**src/rtl/my_addsub_pkg.sv**
```systemverilog
// Shared types and default constants for the sequential slice-wise adder/subtractor.
package my_addsub_pkg;

  typedef enum logic [1:0] {
    IDLE = 2'd0,
    CALC = 2'd1,
    DONE = 2'd2
  } state_t;

  localparam int DEF_WIDTH = 16;
  localparam int DEF_SLICE = 4;

endpackage

```
**src/rtl/my_slice_adder.sv**
```systemverilog
// Combinational SLICE-bit ripple adder reused by every CALC cycle of my_seq_addsub.
module my_slice_adder #(
  parameter int SLICE = 4
) (
  input  logic [SLICE-1:0] x,
  input  logic [SLICE-1:0] y,
  input  logic             cin,
  output logic [SLICE-1:0] s,
  output logic             co
);

  assign {co, s} = {1'b0, x} + {1'b0, y} + {{SLICE{1'b0}}, cin};

endmodule

```
**src/rtl/my_seq_addsub.sv**
```systemverilog
// Sequential adder/subtractor: one SLICE-bit slice per cycle, LSB first.
// Define MY_SEQ_ADDSUB_SAT_EN to saturate on carry (add) or borrow (sub) instead of wrapping.
module my_seq_addsub
  import my_addsub_pkg::*;
#(
  parameter int WIDTH = DEF_WIDTH,
  parameter int SLICE = DEF_SLICE
) (
  input  logic             clk,
  input  logic             rst_n,
  input  logic             start,
  input  logic             sub,
  input  logic [WIDTH-1:0] a,
  input  logic [WIDTH-1:0] b,
  output logic             busy,
  output logic             done,
  output logic [WIDTH-1:0] out,
  output logic             cout
);

  localparam int NSLICE = WIDTH / SLICE;
  localparam int IDX_W  = (NSLICE > 1) ? $clog2(NSLICE) : 1;

  state_t state, next_state;

  logic [WIDTH-1:0] a_r, b_r, acc, result, final_out;
  logic             sub_r, carry, final_cout, last, accept;
  logic [IDX_W-1:0] idx;
  logic [SLICE-1:0] s;
  logic             co;
  int               base;

  assign accept = start && (state != CALC);
  assign last   = (idx == IDX_W'(NSLICE - 1));
  assign base   = int'(idx) * SLICE;

  my_slice_adder #(.SLICE(SLICE)) u_slice (
    .x  (a_r[base +: SLICE]),
    .y  (b_r[base +: SLICE]),
    .cin(carry),
    .s  (s),
    .co (co)
  );

  always_comb begin
    result = acc;
    result[base +: SLICE] = s;
  end

  // Borrow is the complement of the final carry when b was inverted.
  assign final_cout = sub_r ? ~co : co;

`ifdef MY_SEQ_ADDSUB_SAT_EN
  assign final_out = final_cout ? (sub_r ? '0 : '1) : result;
`else
  assign final_out = result;
`endif

  always_ff @(posedge clk or negedge rst_n) begin
    if (!rst_n) begin
      state <= IDLE;
    end else begin
      state <= next_state;
    end
  end

  always_comb begin
    next_state = state;
    unique case (state)
      IDLE:    if (start) next_state = CALC;
      CALC:    if (last)  next_state = DONE;
      DONE:    next_state = start ? CALC : IDLE;
      default: next_state = IDLE;
    endcase
  end

  always_ff @(posedge clk or negedge rst_n) begin
    if (!rst_n) begin
      a_r   <= '0;
      b_r   <= '0;
      sub_r <= 1'b0;
      carry <= 1'b0;
      acc   <= '0;
      idx   <= '0;
      out   <= '0;
      cout  <= 1'b0;
    end else if (accept) begin
      a_r   <= a;
      b_r   <= sub ? ~b : b;
      sub_r <= sub;
      carry <= sub;
      acc   <= '0;
      idx   <= '0;
    end else if (state == CALC) begin
      acc   <= result;
      carry <= co;
      idx   <= idx + IDX_W'(1);
      if (last) begin
        out  <= final_out;
        cout <= final_cout;
      end
    end
  end

  assign busy = (state == CALC);
  assign done = (state == DONE);

endmodule

```
**config.mk**
```make
export PLATFORM = sky130hd
export DESIGN_NAME = my_seq_addsub
export DESIGN_NICKNAME = d
export VERILOG_FILES = /design/src/rtl/my_addsub_pkg.sv /design/src/rtl/my_slice_adder.sv /design/src/rtl/my_seq_addsub.sv
export SDC_FILE = /design/constraint.sdc
export NUM_CORES = 1
export LEC_CHECK = 0
export CORE_ASPECT_RATIO = 1.2
export CORE_MARGIN = 8
export CORE_UTILIZATION = 45
export DETAILED_ROUTE_END_ITERATION = 12
export PLACE_DENSITY = 0.78
export SYNTH_ARGS = -nofsm -noshare
export SYNTH_HDL_FRONTEND = slang
export SYNTH_SLANG_ARGS = --single-unit
```
**constraint.sdc**
```tcl
create_clock -name clk -period 8.2 [get_ports clk]
set_input_delay 1.23 -clock clk [delete_from_list [all_inputs] [get_ports clk]]
set_output_delay 1.23 -clock clk [all_outputs]
set_load 0.01 [all_outputs]
```
Yosys cells after proc, flatten, opt, wreduce, memory -nomap -nowiden. Cells that the tools add are included.

Word-level logic and storage cells: 44. Input port bits: 36. Output and inout bits: 19. Register bits after elaboration: 71.

Add/subtract/negate cells: 4. Equal/unequal tests: 6. Muxes and demuxes: 13. Bitwise operators: 3. Reduce and logical (&&, ||, !) cells: 5. Shift operators: 4.

Operators by type and width (count): 2-to-1 mux 16 bit (3); negator 4 -> 33 bit (1); variable shift 4 x 33 -> 16 bit, first input constant (1); indexed part select 4 x 33 -> 16 bit (1); indexed part select 16 x 5 -> 4 bit (2); bitwise mux 16 bit (1); NOT 16 bit (1); 2-to-1 mux 2 bit (4); one-hot mux 2 bit (3 select lines) (1); adder 4 x 4 -> 5 bit (1); adder 5 x 1 -> 5 bit (1); equality test 2 bit, second input constant (2); 2-to-1 mux 1 bit (4); inequality test 2 x 1 -> 1 bit, second input constant (2); AND reduction 3 bit (1); adder 2 x 1 -> 2 bit, second input constant (1); equality test 2 x 1 -> 1 bit, second input constant (1); logical NOT 2 bit (1); inequality test 2 bit, second input constant (1); NOT 1 bit (2); AND reduction 2 bit (1); nonzero test 2 bit (1); logical AND 1 bit (1).

Longest topological paths before layout. Gate-level depths: netlist (run 1).

Depth after elaboration: 7. Mapped depth: 8. Mapped depth without buffers: 7.

By module. A second synthesis (run 1) with hierarchy kept.

Cells, all modules: 295. Area total of the unflattened synthesis: 3629.7 sq um.

By module, submodules not included: my_seq_addsub (area each 3485.8 sq um, cells each 279, times used 1, seq. area each 1776.7 sq um); my_slice_adder (area each 143.9 sq um, cells each 16, times used 1, seq. area each 0.0 sq um).

Worst setup path before layout (run 1). Ideal clock, no wire load.

Path type: register to register. From: reg idx[0]. To: reg cout. Required time: 8.064 ns. Period minus slack after synthesis: 2.844 ns. Setup slack: 5.356 ns. Stages on the path, launching flop included: 9. Buffers on the path: 1. Library setup time: 0.136 ns. Arrival time: 2.707 ns. Cell sequence: dfrtp_1 buf_2 mux4_2 fa_1 fa_1 a21o_1 a21oi_1 xor2_1 o21ai_0.

Longest elaborated chain between the ends: 5. Elaborated cells on any way between the ends: 8. Those cells by class: 2 x add/sub; 1 x eq/ne; 2 x shift; 1 x mux; 1 x bitwise; 1 x reduce/logical.

Ends and longest elaborated chain: from (decl) (RTL line my_seq_addsub.sv:28) `logic [IDX_W-1:0] idx;`; from (signal assigned) (RTL line my_seq_addsub.sv:97) `idx <= idx + IDX_W'(1);`; indexed part select 16 x 5 -> 4 bit, on equally long branches (RTL line my_seq_addsub.sv:38, my_seq_addsub.sv:39); adder 4 x 4 -> 5 bit (RTL line my_slice_adder.sv:12) `assign {co, s} = {1'b0, x} + {1'b0, y} + {{SLICE{1'b0}}, cin};`; adder 5 x 1 -> 5 bit (RTL line my_slice_adder.sv:12); NOT 1 bit (RTL line my_seq_addsub.sv:51) `assign final_cout = sub_r ? ~co : co;`; 2-to-1 mux 1 bit (RTL line my_seq_addsub.sv:51); to (signal assigned) (RTL line my_seq_addsub.sv:100) `cout <= final_cout;`; to (decl) (RTL line my_seq_addsub.sv:18) `output logic cout`.

Parallel ways exist; a longest one is shown, timed or not. A chain may end at the register's enable or synchronous reset.

Final worst setup path (run 1).
From: reg state[1]. To: out busy.

Longest elaborated chain between the ends: 1.

Ends and longest elaborated chain: from (decl) (RTL line my_seq_addsub.sv:24) `state_t state, next_state;`; from (signal assigned) (RTL line my_seq_addsub.sv:63) `state <= next_state;`; equality test 2 x 1 -> 1 bit (RTL line my_seq_addsub.sv:105) `assign busy = (state == CALC);`; to (decl) (RTL line my_seq_addsub.sv:15) `output logic busy,`.

No other way between the ends.

==> metrics.csv, run 1 <==
stage,metric,value,unit
synthesis,yosys.area.top_type,dfrtp_1,
timing,tightest_slew,0.981,ns
clocking,root_buffer,clkbuf_8,
clocking,cts_resized,0,
clocking,clk_pin_slew_worst_paths,0.07,ns
floorplan,core_area,7230,um2
run_status,status,completed,
placement,gp_congestion,0.783,
finish,final_util,57.2,%
synthesis,netlist_area,3360,um2
synthesis,syn_nets,361,
placement,numPlacedInstances,443,
routing,drtAntennaViolNets,0,
global_route,grt_first_pass_wirelength,12.2,mm
routing,routed_wirelength,7.08,mm
synthesis,synth_area_leaders,"dfrtp_1, nand2_1, mux4_2, xnor2_1, a32o_1",
timing,period_share,41.5,%
timing,drv_slew,0,
synthesis,ys.warnings.count,0,
finish,synthToLayoutAreaGrowth,23.1,%
timing,setup_viol,0,
placement,postPlaceCellArea,3950,um2
synthesis,ys_seq_area_share,52.9,%
global_route,grt_pass1_vias,2561,
routing,drc,0,
clocking,clk-insertion-delay-late,0.35,ns
routing,via_per_inst,5.35,
power,combPwrFrac,49.9,%
power,p_per_area,423,nW/um2
global_route,overflow,0,
placement,io_buffers,54,
worst_setup_path,worstSetupPathType,register to output pin,
floorplan,die_h,111,um
synthesis,synth_edf_count,0,
worst_setup_path,setup.worst_path.start_class,register,
routing,vias,2449,
worst_setup_path,critPathMaxFanout,24,
power,leakagePower,1.85,nW
flow_run,cap_violations,0,
min_path,hold_path.class,register to register,
routing,drtIter0Drc,126,
worst_setup_path,crit_arrival,2.17,ns
timing,clock.fmax,0.294,GHz
global_route,grt_start_max_net_pins,72,
worst_setup_path,worst_ep_required_time,6.97,ns
timing,finalHoldViolCount,0,
power,p_seq_share,35.2,%
timing,rsz0062_at_grt,no,
clocking,numCtsBuffers,9,
clocking,cts-htree-levels,3,
timing,slew_headroom,34.4,%
synthesis,ys_ff_latch,71,
power,switching_power,0.724,mW
power,vdd_drop_max,183,uV
finish,drive_gt1_share,8.97,%
floorplan,initial_utilization,46.4,%
synthesis,synth_common_cells,"nand2_1, dfrtp_1, nor2_1, o21ai_0, xnor2_1",
synthesis,yosysUniqueCellTypes,33,
synthesis,syn_inst,314,
floorplan,die_area,10500,um2
finish,num_antenna_cells,0,
synthesis,syn_area_per_cell,10.7,um2
routing,first_pass_iters,4,
finish,finalNonFillerCells,458,
floorplan,std_cell_rows,34,
floorplan,ioPinCount,55,
clocking,cts_tree,built,
synthesis,synthArstFlopShare,100,%
power,p_int,1.02,mW
routing,wl_per_cell,15.5,um
global_route,antenna_found_initial,0,
worst_setup_path,cp-end-kind,output pin,
global_route,gr-usage-all-layers,14.7,%
clocking,cts.path.max_buffers,2,
power,clockPowerShare,14.9,%
clocking,clock-sinks,71,
synthesis,synth_top_area_share,52.9,%
synthesis,yosysMostFrequentCell,nand2_1,
synthesis,ys.flop_type,dfrtp_1,
timing,min_period,3.40,ns
clocking,cts_hold_buf,0,
power,p_sw_share,41.5,%
placement,dp_hpwl,5.05,mm
timing,hold_slack,0.473,ns
finish,nets,411,
timing,final.setup_skew,0.00591,ns
clocking,post_cts_buffers,0,
finish,finalInstanceArea,4130,um2
floorplan,die_w,94.9,um
timing,fin_tns_setup,0,ns
[metal layers]
layer | up-vias | track usage, % | wire length, um
li1 | 1191 | - | -
met1 | 1173 | 18.1 | 2990
met2 | 67 | 23.1 | 3500
met3 | 18 | 4.88 | 412
met4 | 0 | 5.74 | 181
met5 | - | 0 | 0
[area by class of cell]
type / instances / area, um2
Timing Repair Buffer: 57 / 558
Fill cell: 649 / 3100
Sequential cell: 71 / 1780
Clock inverter: 3 / 17.5
Inverter: 9 / 33.8
Multi-Input combinational cell: 216 / 1470
Clock buffer: 12 / 165
Tap cell: 90 / 113
[cells by family (layout without fill, tap and decap cells)]
kind of cell	count (synthesis)	in the layout	share of synthesized area, %
AOI/OAI and AO/OA	66	66	14.2
adders and majority gates	11	11	4.55
muxes	8	8	5.37
xor gates and xnor gates	18	18	4.69
DFF	71	71	52.9
and+or+nand+nor	113	113	15.0
buffers and inverters	27	81	3.32
[through the flow]
| stage | total power, mW | setup slack, ns |
|---|---|---|
| finish | 1.75 | 4.80 |
| global route | 1.89 | 4.65 |
| CTS | 1.76 | 4.80 |
| detailed placement | 1.49 | 5.00 |
| global placement | 1.46 | 5.10 |
| floorplan | 1.21 | 5.36 |
[critical path: stages, from the launching register on]
cell and delay, ns:
dfrtp_1 0.39, nand2b_1 0.21, inv_1 0.56, clkdlybuf4s50_1 0.67
[path summary, 6_finish.rpt]
path / slack [ns] / endpoint / start / depth (start not counted)
max: 4.80 / busy / state[1] / 3
min: 0.47 / a_r[10] / a_r[10] / 2
max reg2reg: 5.03 / acc[2] / idx[0] / 6
min reg2reg: 0.47 / a_r[10] / a_r[10] / 2
max in group asynchronous: 6.55 / out[0] / rst_n / 2
min in group asynchronous: 1.08 / acc[15] / rst_n / 2
[power groups by stage]
| stage | logic [mW] | clock network, mW | registers [mW] |
|---|---|---|---|
| finish | 0.872 | 0.260 | 0.615 |
| global route | 0.973 | 0.278 | 0.641 |
| CTS | 0.874 | 0.264 | 0.619 |
| detailed placement | 0.869 | 0 | 0.625 |
| global placement | 0.846 | 0 | 0.616 |
| floorplan | 0.604 | 0 | 0.601 |
[cells in the final DEF (no fill, tap or decap), drive strengths merged, types with 2 or more instances in the layout]
| master | synthesis | final |
|---|---|---|
| nand2 | 72 | 72 |
| dfrtp | 71 | 71 |
| clkdlybuf4s50 | 0 | 53 |
| nor2 | 29 | 29 |
| o21ai | 19 | 19 |
| xnor2 | 16 | 16 |
| a32o | 12 | 12 |
| a221oi | 12 | 12 |
| clkbuf | 7 | 12 |
| a21oi | 10 | 10 |
| ha | 9 | 9 |
| inv | 9 | 9 |
| mux4 | 8 | 8 |
| a22o | 4 | 4 |
| a32oi | 4 | 4 |
| buf | 11 | 4 |
| nor2b | 2 | 2 |
| a21o | 2 | 2 |
| and2 | 2 | 2 |
| xor2 | 2 | 2 |
| fa | 2 | 2 |
| clkinv | 0 | 2 |
| nor4b | 2 | 2 |
[state kept, by name, summed over array words and instances, names as in the netlist]
register  cells
cout          1
idx           2
sub_r         1
acc          16
out          16
a_r          16
state         2
b_r          16
carry         1
No activity file was read; power rests on OpenSTA's default activity.
==> inputs of run 2 (changes only) <==
--- a/config.mk
+++ b/config.mk
@@ -9,7 +9,7 @@
 export CORE_MARGIN = 8
 export CORE_UTILIZATION = 45
 export DETAILED_ROUTE_END_ITERATION = 12
-export PLACE_DENSITY = 0.78
+export PLACE_DENSITY = 0.81
 export SYNTH_ARGS = -nofsm -noshare
 export SYNTH_HDL_FRONTEND = slang
 export SYNTH_SLANG_ARGS = --single-unit
==> constraint.sdc (replaced) <==
create_clock -name clk -period 3 [get_ports clk]
set_input_delay 0.45 -clock clk [delete_from_list [all_inputs] [get_ports clk]]
set_output_delay 0.45 -clock clk [all_outputs]
set_load 0.01 [all_outputs]
==> metrics.csv, run 2 (synthesis results as in run 1) <==
stage,metric,value,unit,change
run_status,status,completed,,
timing,finalHoldViolCount,0,,unchanged
routing,drtAntennaViolNets,0,,unchanged
clocking,cts-htree-levels,3,,unchanged
floorplan,core_area,7230,um2,unchanged
clocking,cts_tree,built,,
routing,drc,0,,unchanged
worst_setup_path,critPathBufInv,0,,-2
worst_setup_path,worst_ep_required_time,3.28,ns,-3.69 ns
clocking,clk-insertion-delay-late,0.35,ns,about the same
timing,hold_slack,0.121,ns,-0.351 ns
timing,drv_slew,0,,unchanged
worst_setup_path,worstSetupPathType,register to register,,
placement,dp_hpwl,5.59,mm,+11%
routing,via_per_inst,5.48,,+2.4%
timing,period_share,94.3,%,
floorplan,die_area,10500,um2,unchanged
finish,finalInstanceArea,4300,um2,+4.1%
worst_setup_path,path_depth,6,,+3
clocking,root_buffer,clkbuf_8,,
power,p_sw_share,38.6,%,-2.8 points
global_route,grt_pass1_vias,2711,,+5.9%
worst_setup_path,crit_arrival,3.11,ns,+0.94 ns
global_route,overflow,0,,unchanged
worst_setup_path,crit_path_end,acc[14],,
placement,postPlaceCellArea,4010,um2,+1.5%
worst_setup_path,crit_top_cell,fa_1,,
worst_setup_path,setup.worst_path.start_class,register,,
global_route,grt_first_pass_wirelength,12.9,mm,+5.4%
finish,final_common_cell,nand2_1,,
worst_setup_path,cp-end-kind,register,,
global_route,antenna_found_initial,0,,unchanged
floorplan,die_w,94.9,um,unchanged
worst_setup_path,r2r_slack,0.17,ns,-4.86 ns
flow_run,cap_violations,0,,unchanged
worst_setup_path,crit_start,idx[0],,
routing,first_pass_iters,4,,unchanged
timing,fin_tns_setup,0,ns,unchanged
timing,slew_headroom,38.0,%,+3.6 points
timing,final.setup_skew,0.00880,ns,+0.00290 ns
timing,layout_setup_ws,0.171,ns,-4.62 ns
routing,vias,2547,,+4.0%
power,vdd_drop_max,665,uV,+260%
power,p_seq_share,31.2,%,-4.0 points
placement,io_buffers,54,,unchanged
worst_setup_path,critPathMaxFanout,6,,-75%
worst_setup_path,crit_family,adder cells,,
routing,wl_per_cell,16.1,um,+4.2%
power,switching_power,2.04,mW,+180%
floorplan,initial_utilization,46.4,%,unchanged
timing,min_period,2.83,ns,
worst_setup_path,worst_path_largest_cell_delay,0.56,ns,-0.11 ns
power,leakagePower,1.93,nW,+4.7%
finish,synthToLayoutAreaGrowth,28.1,%,
clocking,cts_resized,0,,unchanged
worst_setup_path,r2r_start,idx[0],,
power,combPwrFrac,48.1,%,-1.8 points
floorplan,ioPinCount,55,,unchanged
timing,rsz0062_at_grt,no,,
clocking,cts_hold_buf,0,,unchanged
worst_setup_path,reg2reg_to,acc[14],,
clocking,numCtsBuffers,9,,unchanged
power,clockPowerShare,20.6,%,+5.7 points
finish,num_antenna_cells,0,,unchanged
clocking,cts.path.max_buffers,2,,unchanged
power,p_per_area,1230,nW/um2,+190%
timing,setup_viol,0,,unchanged
routing,drtIter0Drc,138,,+9.5%
worst_setup_path,crit_path_top_delay_cell,mux4_2,,
placement,pre_cts_ws,0.187,ns,-4.81 ns
placement,gp_congestion,0.901,,+15%
global_route,grt_start_max_net_pins,50,,-31%
clocking,post_cts_buffers,0,,unchanged
finish,fill_cells,628,,-3.2%
finish,drive_gt1_share,10.7,%,+1.7 points
clocking,clk_pin_slew_worst_paths,0.08,ns,about the same
timing,tightest_slew,0.928,ns,-0.0536 ns
worst_setup_path,crit_chain,mux4_2 -> fa_1 -> fa_1 -> xor2_1 -> and2_1 -> a22o_1,,
worst_setup_path,reg2reg_depth,6,,unchanged
floorplan,std_cell_rows,34,,unchanged
floorplan,die_h,111,um,unchanged
power,p_int,3.24,mW,+220%
clocking,clock-sinks,71,,unchanged
min_path,hold_path.class,input pin to async pin,,
global_route,gr-usage-all-layers,15.6,%,+0.84 points
routing,routed_wirelength,7.50,mm,+5.8%
finish,final_cell_mix,"nand2_1, dfrtp_1, clkdlybuf4s50_1",,
finish,nets,417,,+1.5%
timing,clock.fmax,0.354,GHz,
-- run 2: cell types whose count changed in the layout (fill, tap and decap cells not counted) --
cell | previous run | this run
buf_12 | 0 | 1
buf_4 | 3 | 8
bufinv_16 | 0 | 5
clkinv_2 | 2 | 1
clkinvlp_4 | 1 | 0
clkbuf_8 | 12 | 10
-- run 2: worst min path at each step --
stage,startpoint,to,depth (start not counted)
global route,rst_n,out[6],1
finish,rst_n,out[14],1
global placement,b_r[1],b_r[1],2
CTS,rst_n,acc[7],1
floorplan,rst_n,a_r[0],0
detailed placement,b_r[10],b_r[10],2
-- run 2: power groups by stage --
stage          logic, mW  registers, mW  clock network [mW]
2_1_floorplan       1.65           1.64                   0
3_3_place_gp        2.40           1.66                   0
3_5_place_dp        2.54           1.67                   0
4_1_cts             2.55           1.66                1.11
5_1_grt             2.81           1.71                1.15
6_report            2.54           1.65                1.09
-- run 2: area by class of cell --
class	instances	area, um2	area share, %
multi-input combinational	216	1470	34.2
tap	90	113	2.62
timing repair buffer	63	616	14.3
inverter	9	33.8	0.785
clock inverter	6	155	3.61
sequential	71	1780	41.3
clock buffer	10	138	3.20
-- run 2: per-layer routing --
| layer | up-vias | share of wire [%] | track usage (%) |
|---|---|---|---|
| met1 | 1236 | 40 | 17.6 |
| li1 | 1205 | - | - |
| met5 | - | 0 | 0 |
| met3 | 27 | 5.4 | 4.00 |
| met2 | 79 | 52 | 25.9 |
| met4 | 0 | 3.4 | 8.14 |
-- run 2: through the flow --
step	power (mW)	utilization (%)	instances
floorplan	3.29	-	314
global placement	4.06	55.4	449
finish	5.28	59.5	465
CTS	5.32	59.5	465
global route	5.67	59.5	465
detailed placement	4.21	55.4	449
